<file path="src/rtl/network_bf_in_pkg.sv">
// Shared definitions for the CFNTT memory/butterfly network: bank count, select
// encoding and the default bank read latency.
package network_bf_in_pkg;

  localparam int NUM_BANKS      = 4;
  localparam int SEL_W          = 2;
  localparam int RD_LAT_DEFAULT = 1;

  // Bank-select encoding, shared with the write-side network and address generator.
  localparam logic [SEL_W-1:0] SEL_Q0 = 2'd0;
  localparam logic [SEL_W-1:0] SEL_Q1 = 2'd1;
  localparam logic [SEL_W-1:0] SEL_Q2 = 2'd2;
  localparam logic [SEL_W-1:0] SEL_Q3 = 2'd3;

  // Delay-line word: {valid, sel lane3, sel lane2, sel lane1, sel lane0}.
  localparam int TAG_W = 1 + NUM_BANKS * SEL_W;

  typedef logic [NUM_BANKS-1:0][SEL_W-1:0] lane_sel_t;

  function automatic logic sel_conflict(input lane_sel_t sel);
    logic hit;
    hit = 1'b0;
    for (int i = 0; i < NUM_BANKS; i++) begin
      for (int j = i + 1; j < NUM_BANKS; j++) begin
        if (sel[i] == sel[j]) hit = 1'b1;
      end
    end
    return hit;
  endfunction

endpackage

</file>
<file path="src/rtl/network_bf_in_sel_delay_line.sv">
// Shift register that carries the {valid, selects} word so it lines up with the
// bank read data. Synchronous active-low reset clears every stage.
module sel_delay_line #(
  parameter int width = 9,
  parameter int depth = 1
) (
  input  logic             clk_i,
  input  logic             rst_ni,
  input  logic [width-1:0] data_i,
  output logic [width-1:0] data_o
);

  logic [depth-1:0][width-1:0] stage_q;

  always_ff @(posedge clk_i) begin
    if (!rst_ni) begin
      stage_q <= '0;
    end else begin
      stage_q[0] <= data_i;
      for (int i = 1; i < depth; i++) begin
        stage_q[i] <= stage_q[i-1];
      end
    end
  end

  assign data_o = stage_q[depth-1];

endmodule

</file>
<file path="src/rtl/network_bf_in.sv">
// Read-side crossbar: routes bank read ports q0..q3 onto the butterfly inputs using
// selects delayed by the bank read latency, and keeps a sticky bank-conflict flag.
module network_bf_in
  import network_bf_in_pkg::*;
#(
  parameter int data_width = 14,
  parameter int RD_LAT     = RD_LAT_DEFAULT
) (
  input  logic                  clk,
  input  logic                  rst,
  input  logic                  in_valid,
  input  logic [SEL_W-1:0]      sel_b_0,
  input  logic [SEL_W-1:0]      sel_b_1,
  input  logic [SEL_W-1:0]      sel_b_2,
  input  logic [SEL_W-1:0]      sel_b_3,
  input  logic [data_width-1:0] q0,
  input  logic [data_width-1:0] q1,
  input  logic [data_width-1:0] q2,
  input  logic [data_width-1:0] q3,
  input  logic                  err_clr,
  output logic [data_width-1:0] bf_0_upper,
  output logic [data_width-1:0] bf_0_lower,
  output logic [data_width-1:0] bf_1_upper,
  output logic [data_width-1:0] bf_1_lower,
  output logic                  out_valid,
  output logic                  conflict
);

  logic [TAG_W-1:0] tag_in;
  logic [TAG_W-1:0] tag_d;
  logic             v_d;
  lane_sel_t        sel_d;

  assign tag_in = {in_valid, sel_b_3, sel_b_2, sel_b_1, sel_b_0};

  sel_delay_line #(
    .width (TAG_W),
    .depth (RD_LAT)
  ) u_sel_delay (
    .clk_i  (clk),
    .rst_ni (rst),
    .data_i (tag_in),
    .data_o (tag_d)
  );

  assign v_d   = tag_d[TAG_W-1];
  assign sel_d = tag_d[TAG_W-2:0];

  logic [NUM_BANKS-1:0][data_width-1:0] route_d;
  logic [NUM_BANKS-1:0][data_width-1:0] bf_q;
  logic [NUM_BANKS-1:0][data_width-1:0] bf_d;
  logic                                 out_valid_q, out_valid_d;
  logic                                 conflict_q, conflict_d;

  always_comb begin
    route_d = '0;
    for (int l = 0; l < NUM_BANKS; l++) begin
      case (sel_d[l])
        SEL_Q0:  route_d[l] = q0;
        SEL_Q1:  route_d[l] = q1;
        SEL_Q2:  route_d[l] = q2;
        SEL_Q3:  route_d[l] = q3;
        default: route_d[l] = q0;
      endcase
    end
  end

  // A fresh conflict outranks a same-cycle clear so no error is ever lost.
  always_comb begin
    bf_d        = bf_q;
    out_valid_d = v_d;
    conflict_d  = conflict_q;
    if (v_d) bf_d = route_d;
    if (err_clr) conflict_d = 1'b0;
    if (v_d && sel_conflict(sel_d)) conflict_d = 1'b1;
  end

  always_ff @(posedge clk) begin
    if (!rst) begin
      bf_q        <= '0;
      out_valid_q <= 1'b0;
      conflict_q  <= 1'b0;
    end else begin
      bf_q        <= bf_d;
      out_valid_q <= out_valid_d;
      conflict_q  <= conflict_d;
    end
  end

  assign bf_0_upper = bf_q[0];
  assign bf_0_lower = bf_q[1];
  assign bf_1_upper = bf_q[2];
  assign bf_1_lower = bf_q[3];
  assign out_valid  = out_valid_q;
  assign conflict   = conflict_q;

endmodule

</file>
<file path="config.mk">
export PLATFORM = sky130hd
export DESIGN_NAME = network_bf_in
export DESIGN_NICKNAME = d
export VERILOG_FILES = /design/src/rtl/network_bf_in_pkg.sv /design/src/rtl/network_bf_in_sel_delay_line.sv /design/src/rtl/network_bf_in.sv
export SDC_FILE = /design/constraint.sdc
export NUM_CORES = 1
export LEC_CHECK = 0
export ABC_AREA = 1
export BUFFER_PORTS_ARGS = -buffer_cell sky130_fd_sc_hd__buf_2
export CAP_MARGIN = 0
export CORE_ASPECT_RATIO = 1.4
export CORE_UTILIZATION = 45
export DETAILED_ROUTE_END_ITERATION = 8
export GPL_ROUTABILITY_DRIVEN = 0
export PLACE_DENSITY_LB_ADDON = 0.12
export RECOVER_POWER = 100
export SLEW_MARGIN = 20
export SYNTH_ARGS = -nofsm -noshare
export SYNTH_HDL_FRONTEND = slang
export SYNTH_SLANG_ARGS = --single-unit
</file>
<file path="constraint.sdc">
create_clock -name clk -period 1.2 [get_ports clk]
set_clock_uncertainty 0.05 [all_clocks]
set_input_delay 0.06 -clock clk [delete_from_list [all_inputs] [get_ports clk]]
set_output_delay 0.06 -clock clk [all_outputs]
set_load 0.01 [all_outputs]
</file>
# Word-level counts from Yosys, hierarchy flattened

Cells that the tools add are included.

Equality and inequality tests: 18
Muxes and demuxes: 12
Reduce and logical (&&, ||, !) cells: 6

Operators with widths:

| kind               | count |
|---|---|
| $pmux 14 s4        | 4 |
| $eq 2x2->1 const B | 8 |
| $eq 2x2->1         | 6 |
| $eq 2x1->1 const B | 4 |
| $logic_not 2->1    | 4 |
| $mux 1             | 8 |
| $reduce_bool 2->1  | 1 |
| $logic_and 1x1->1  | 1 |

Bits in registers: 67
Input bits: 68
Output and inout port bits: 58

# Logic depth before layout (Yosys ltp)

Depth after elaboration: 9
Mapped depth: 10
Depth with buffers taken out: 9

# By module

From an unflattened synthesis, not the netlist that was laid out.

Cell total of the unflattened synthesis: 531
Area total of the unflattened synthesis: 3589.7 um2

Modules (own cells, without submodules):

| module         | instances | cells an instance | area an instance (um2) |
|---|---|---|---|
| network_bf_in  | 1         | 503               | 3330.7 |
| sel_delay_line | 1         | 28                | 259.0 |

# Least setup slack after synthesis

OpenSTA, ideal clock, no wires.

Path type: flip-flop to flip-flop
Start: register u_sel_delay.stage_q (netlist bit u_sel_delay.data_o[3])
End: register bf_q (netlist bit bf_0_lower[10])
Data arrival time: 1.100 ns
Data required time: 1.030 ns
Setup slack: -0.069 ns
Cell stages (with the launch flop): 7
Buffers on the path: 2
Path through: dfxtp_1 > buf_2 > nand2_1 > buf_1 > o22ai_1 > a21oi_1 > a21oi_1

Longest elaborated chain between the ends: 2

Ends and longest elaborated chain:

| item                                     | line                               | source |
|---|---|---|
| start, declared                          | network_bf_in_sel_delay_line.sv:13 | `logic [depth-1:0][width-1:0] stage_q;` |
| start signal, assigned by index          | network_bf_in_sel_delay_line.sv:21 | `stage_q[i] <= stage_q[i-1];` |
| $eq 2x2->1, or another cell as far along | network_bf_in.sv:58                | `case (sel_d[l])` |
| $pmux 14 s4 *                            | network_bf_in.sv:58                |  |
| end signal, assigned                     | network_bf_in.sv:80                | `bf_q <= '0;` |
| end signal, assigned                     | network_bf_in.sv:84                | `bf_q <= bf_d;` |
| end, declared                            | network_bf_in.sv:50                | `logic [NUM_BANKS-1:0][data_width-1:0] bf_q;` |

Every way passes the cells marked *; elsewhere a longest branch is shown, timed or not.
A chain may end at the register's enable or synchronous reset.

# Final worst setup path

Start: register u_sel_delay.stage_q (netlist bit u_sel_delay.data_o[6])
End: register bf_q (netlist bit bf_1_lower[9])

Same word-level chain as after synthesis.

==> impl_metrics.env <==
export IMPL_finalCritPeriodShare_pct=99.69
export IMPL_num_vias=4750
export IMPL_yosysSeqAreaShare_pct=38.31
export IMPL_yosys_most_used_dff="dfxtp_1"
export IMPL_rsz0062_at_grt="true"
export IMPL_num_rows=37
export IMPL_p_clk_share_pct=35.8
export IMPL_async_flop_share_pct=0
export IMPL_synth_seq_cells=67
export IMPL_r2r_end="bf_1_lower[9]"
export IMPL_maxSlewViolCount=0
export IMPL_cp_end_kind="flip-flop"
export IMPL_yosysWarningCount=0
export IMPL_pre_cts_ws_ns=-0.1393
export IMPL_holdCritPathClass="in2reg"
export IMPL_cts_root_buffer="clkbuf_8"
export IMPL_clkSinkCount=67
export IMPL_port_buffers=125
export IMPL_drc=0
export IMPL_fmax_ghz=0.8360
export IMPL_h_tree_depth=3
export IMPL_ios=126
export IMPL_worstHoldPathCells=3
export IMPL_ir_drop_uv=895.8
export IMPL_rr_worst_depth=6
export IMPL_vias_per_cell=5.871
export IMPL_wl_per_cell_um=17.32
export IMPL_cp_start_kind="flip-flop"
export IMPL_worst_slew_pin_slew_ns=0.3802
export IMPL_cts_inserted_buffers=9
export IMPL_final_area_mm2=0.005296
export IMPL_die_w_um=76.55
export IMPL_r2r_start="u_sel_delay.data_o[6]"
export IMPL_maxCapViolations=0
export IMPL_fillers=665
export IMPL_synthCells=523
export IMPL_layout_common_cells="a21oi_1 (156), buf_2 (67), clkbuf_1 (59)"
export IMPL_slowest_stage="dfxtp_4"
export IMPL_fin_cells=809
export IMPL_synth_simple_area_share_pct=10.33
export IMPL_ant_nets=0
export IMPL_nets=775
export IMPL_cp_top_family="flip-flops"
export IMPL_setup_slack_ns=0.003779
export IMPL_grt_pass1_wl_um=21060
export IMPL_dp_final_hpwl_um=9101
export IMPL_synth_compound_area_share_pct=40.31
export IMPL_drt_iter0_drc=369
export IMPL_cpPeakStageDelay_ns=0.38
export IMPL_cpMostUsedCell="a21oi_1"
export IMPL_muxShareOfSynthArea_pct=0
export IMPL_switching_share_pct=29.92
export IMPL_powerDensity_mw_per_mm2=1146
export IMPL_grt_pass1_vias=4413
export IMPL_overflow=0
export IMPL_clk_pin_slew_ns=0.07
export IMPL_avgSynthCellArea_um2=6.694
export IMPL_r2r_slack_ns=0.004
export IMPL_status="finished clean"
export IMPL_path_buf_inv=2
export IMPL_min_period_ns=1.196
export IMPL_hold_ws_ns=0.01580
export IMPL_start_util_pct=46.97
export IMPL_min_from="q1[13]"
export IMPL_synth_edf_count=0
export IMPL_area_growth_pct=51.29
export IMPL_antenna_found_initial=0
export IMPL_power_frac_seq_pct=41.0
export IMPL_p_leak_uw=0.002381
export IMPL_worst_path_max_fanout=7
export IMPL_arrival_ns=1.40
export IMPL_mostFrequentLayoutCell="a21oi_1"
export IMPL_finalSetupViolations=0
export IMPL_synth_distinct_cells=16
export IMPL_syn_cell_area_mm2=0.003501
export IMPL_diodes=0
export IMPL_p_sw_uw=1816
export IMPL_first_pass_iters=7
export IMPL_die_area_mm2=0.008141
export IMPL_wl_um=14020
export IMPL_p_int_uw=4252
export IMPL_core_area_mm2=0.007453
export IMPL_synth_fa_ha_area_share_pct=0
export IMPL_grt_max_degree=39
export IMPL_syn_nets=591
export IMPL_final_layout_size_suffix_gt1_share_pct=26.54
export IMPL_clockBufferDepth=2
export IMPL_cts_tree="done"
export IMPL_hold_end="bf_0_upper[13]"
export IMPL_hold_viol_final=0
export IMPL_slew_headroom_pct=74.65
export IMPL_die_h_um=106.4
export IMPL_synth_top_family_by_area="compound AO/OA/AOI/OAI gates"
export IMPL_dp_cells=758
export IMPL_grt_util_all_layers_pct=33.40
export IMPL_utilization_pct=71.06
export IMPL_yosys_area_share_xor_xnor_pct=0
export IMPL_clock_latency_ns=0.36
export IMPL_path_cells="inv_2, nand2_2, buf_12, o22ai_1, a21oi_1, a21oi_1"
export IMPL_comb_power_share_pct=23.2
export IMPL_path_class="reg2reg"
export IMPL_place_area_mm2=0.004526
export IMPL_critPathRequiredTime_ns=1.40
## power groups by stage
stage	combinational, µW	sequential, µW	clock [µW]
3_3_place_gp	1210	2520	0
2_1_floorplan	591	2550	0
4_1_cts	1320	2480	2190
3_5_place_dp	1220	2520	0
6_report	1410	2490	2170
5_1_grt	1520	2500	2310
## final cells by class
cell class                      instances  area, µm²  share of cell area [%]
Inverter                               56      225.2                   4.252
Clock inverter                          4      72.57                   1.370
Clock buffer                           12      155.1                   2.929
Sequential cell                        67       1375                   25.96
Tap cell                               97      121.4                   2.292
Timing Repair Buffer                  212       1433                   27.05
Multi-Input combinational cell        361       1914                   36.14
## worst register-to-register path, stage by stage, from the launching register on
cell and delay, ns:
dfxtp_4 0.38, inv_2 0.06, nand2_2 0.12, buf_12 0.15, o22ai_1 0.08, a21oi_1 0.18
a21oi_1 0.08
## per-stage QoR
stage,power [µW],TNS [ns]
2_1_floorplan,3146,0
3_3_place_gp,3722,-2.128
3_5_place_dp,3743,-3.235
4_1_cts,5990,0
5_1_grt,6334,-0.2365
6_report,6068,0
## what timing repair did
item,4_1_cts,5_1_grt
endpoints found under the setup margin,55,49
setup buffers,0,1
gates cloned,0,1
gates resized for setup,20,68
hold endpoints to repair,52,0
hold buffers,33,0
pin swaps,0,18
## worst max-delay path by stage
stage,end,depth (start not counted),start
after floorplan,bf_0_upper[10],6,u_sel_delay.data_o[0]
after global placement,bf_0_upper[2],6,u_sel_delay.data_o[0]
after detailed placement,bf_0_upper[2],6,u_sel_delay.data_o[0]
after CTS,bf_1_upper[7],8,u_sel_delay.data_o[4]
after global routing,conflict,9,u_sel_delay.data_o[3]
final,bf_1_lower[9],6,u_sel_delay.data_o[6]
## synth_stat cells, types with 3 or more instances
cell type,instances,area share [%]
dfxtp_1,67,38
o21ai_1,7,1.0
nor2_1,17,1.8
buf_2,12,1.7
inv_1,55,5.9
clkbuf_1,19,2.0
a21oi_1,159,23
o21ai_0,46,6.6
o22ai_1,56,10
nand4_1,3,0.54
buf_4,4,0.86
buf_1,4,0.43
nand2_1,71,7.6
## layer usage
layer / up-vias / wire (µm) / share of wire (%) / global-route usage (%)
li1: 2196 / - / - / -
met5: - / 0 / 0 / 0
met3: 59 / 1109 / 7.9 / 6.266
met4: 0 / 615 / 4.4 / 20.60
met2: 305 / 6799 / 49 / 56.44
met1: 2190 / 5491 / 39 / 38.80
## sequential cells by signal, indices dropped and copies added, names as in the netlist
signal and count:
bf_0_lower 14, bf_0_upper 14, conflict 1, bf_1_upper 14, out_valid 1, bf_1_lower 14
u_sel_delay.data_o 9
## kinds of logic (layout without fill, tap and decap cells)
family | Yosys count | count (layout)
AO/OA/AOI/OAI | 268 | 268
buffers and inverters | 95 | 284
AND/OR/NAND/NOR | 93 | 93
flip-flops | 67 | 67
No activity file was read; power rests on OpenSTA's default activity.
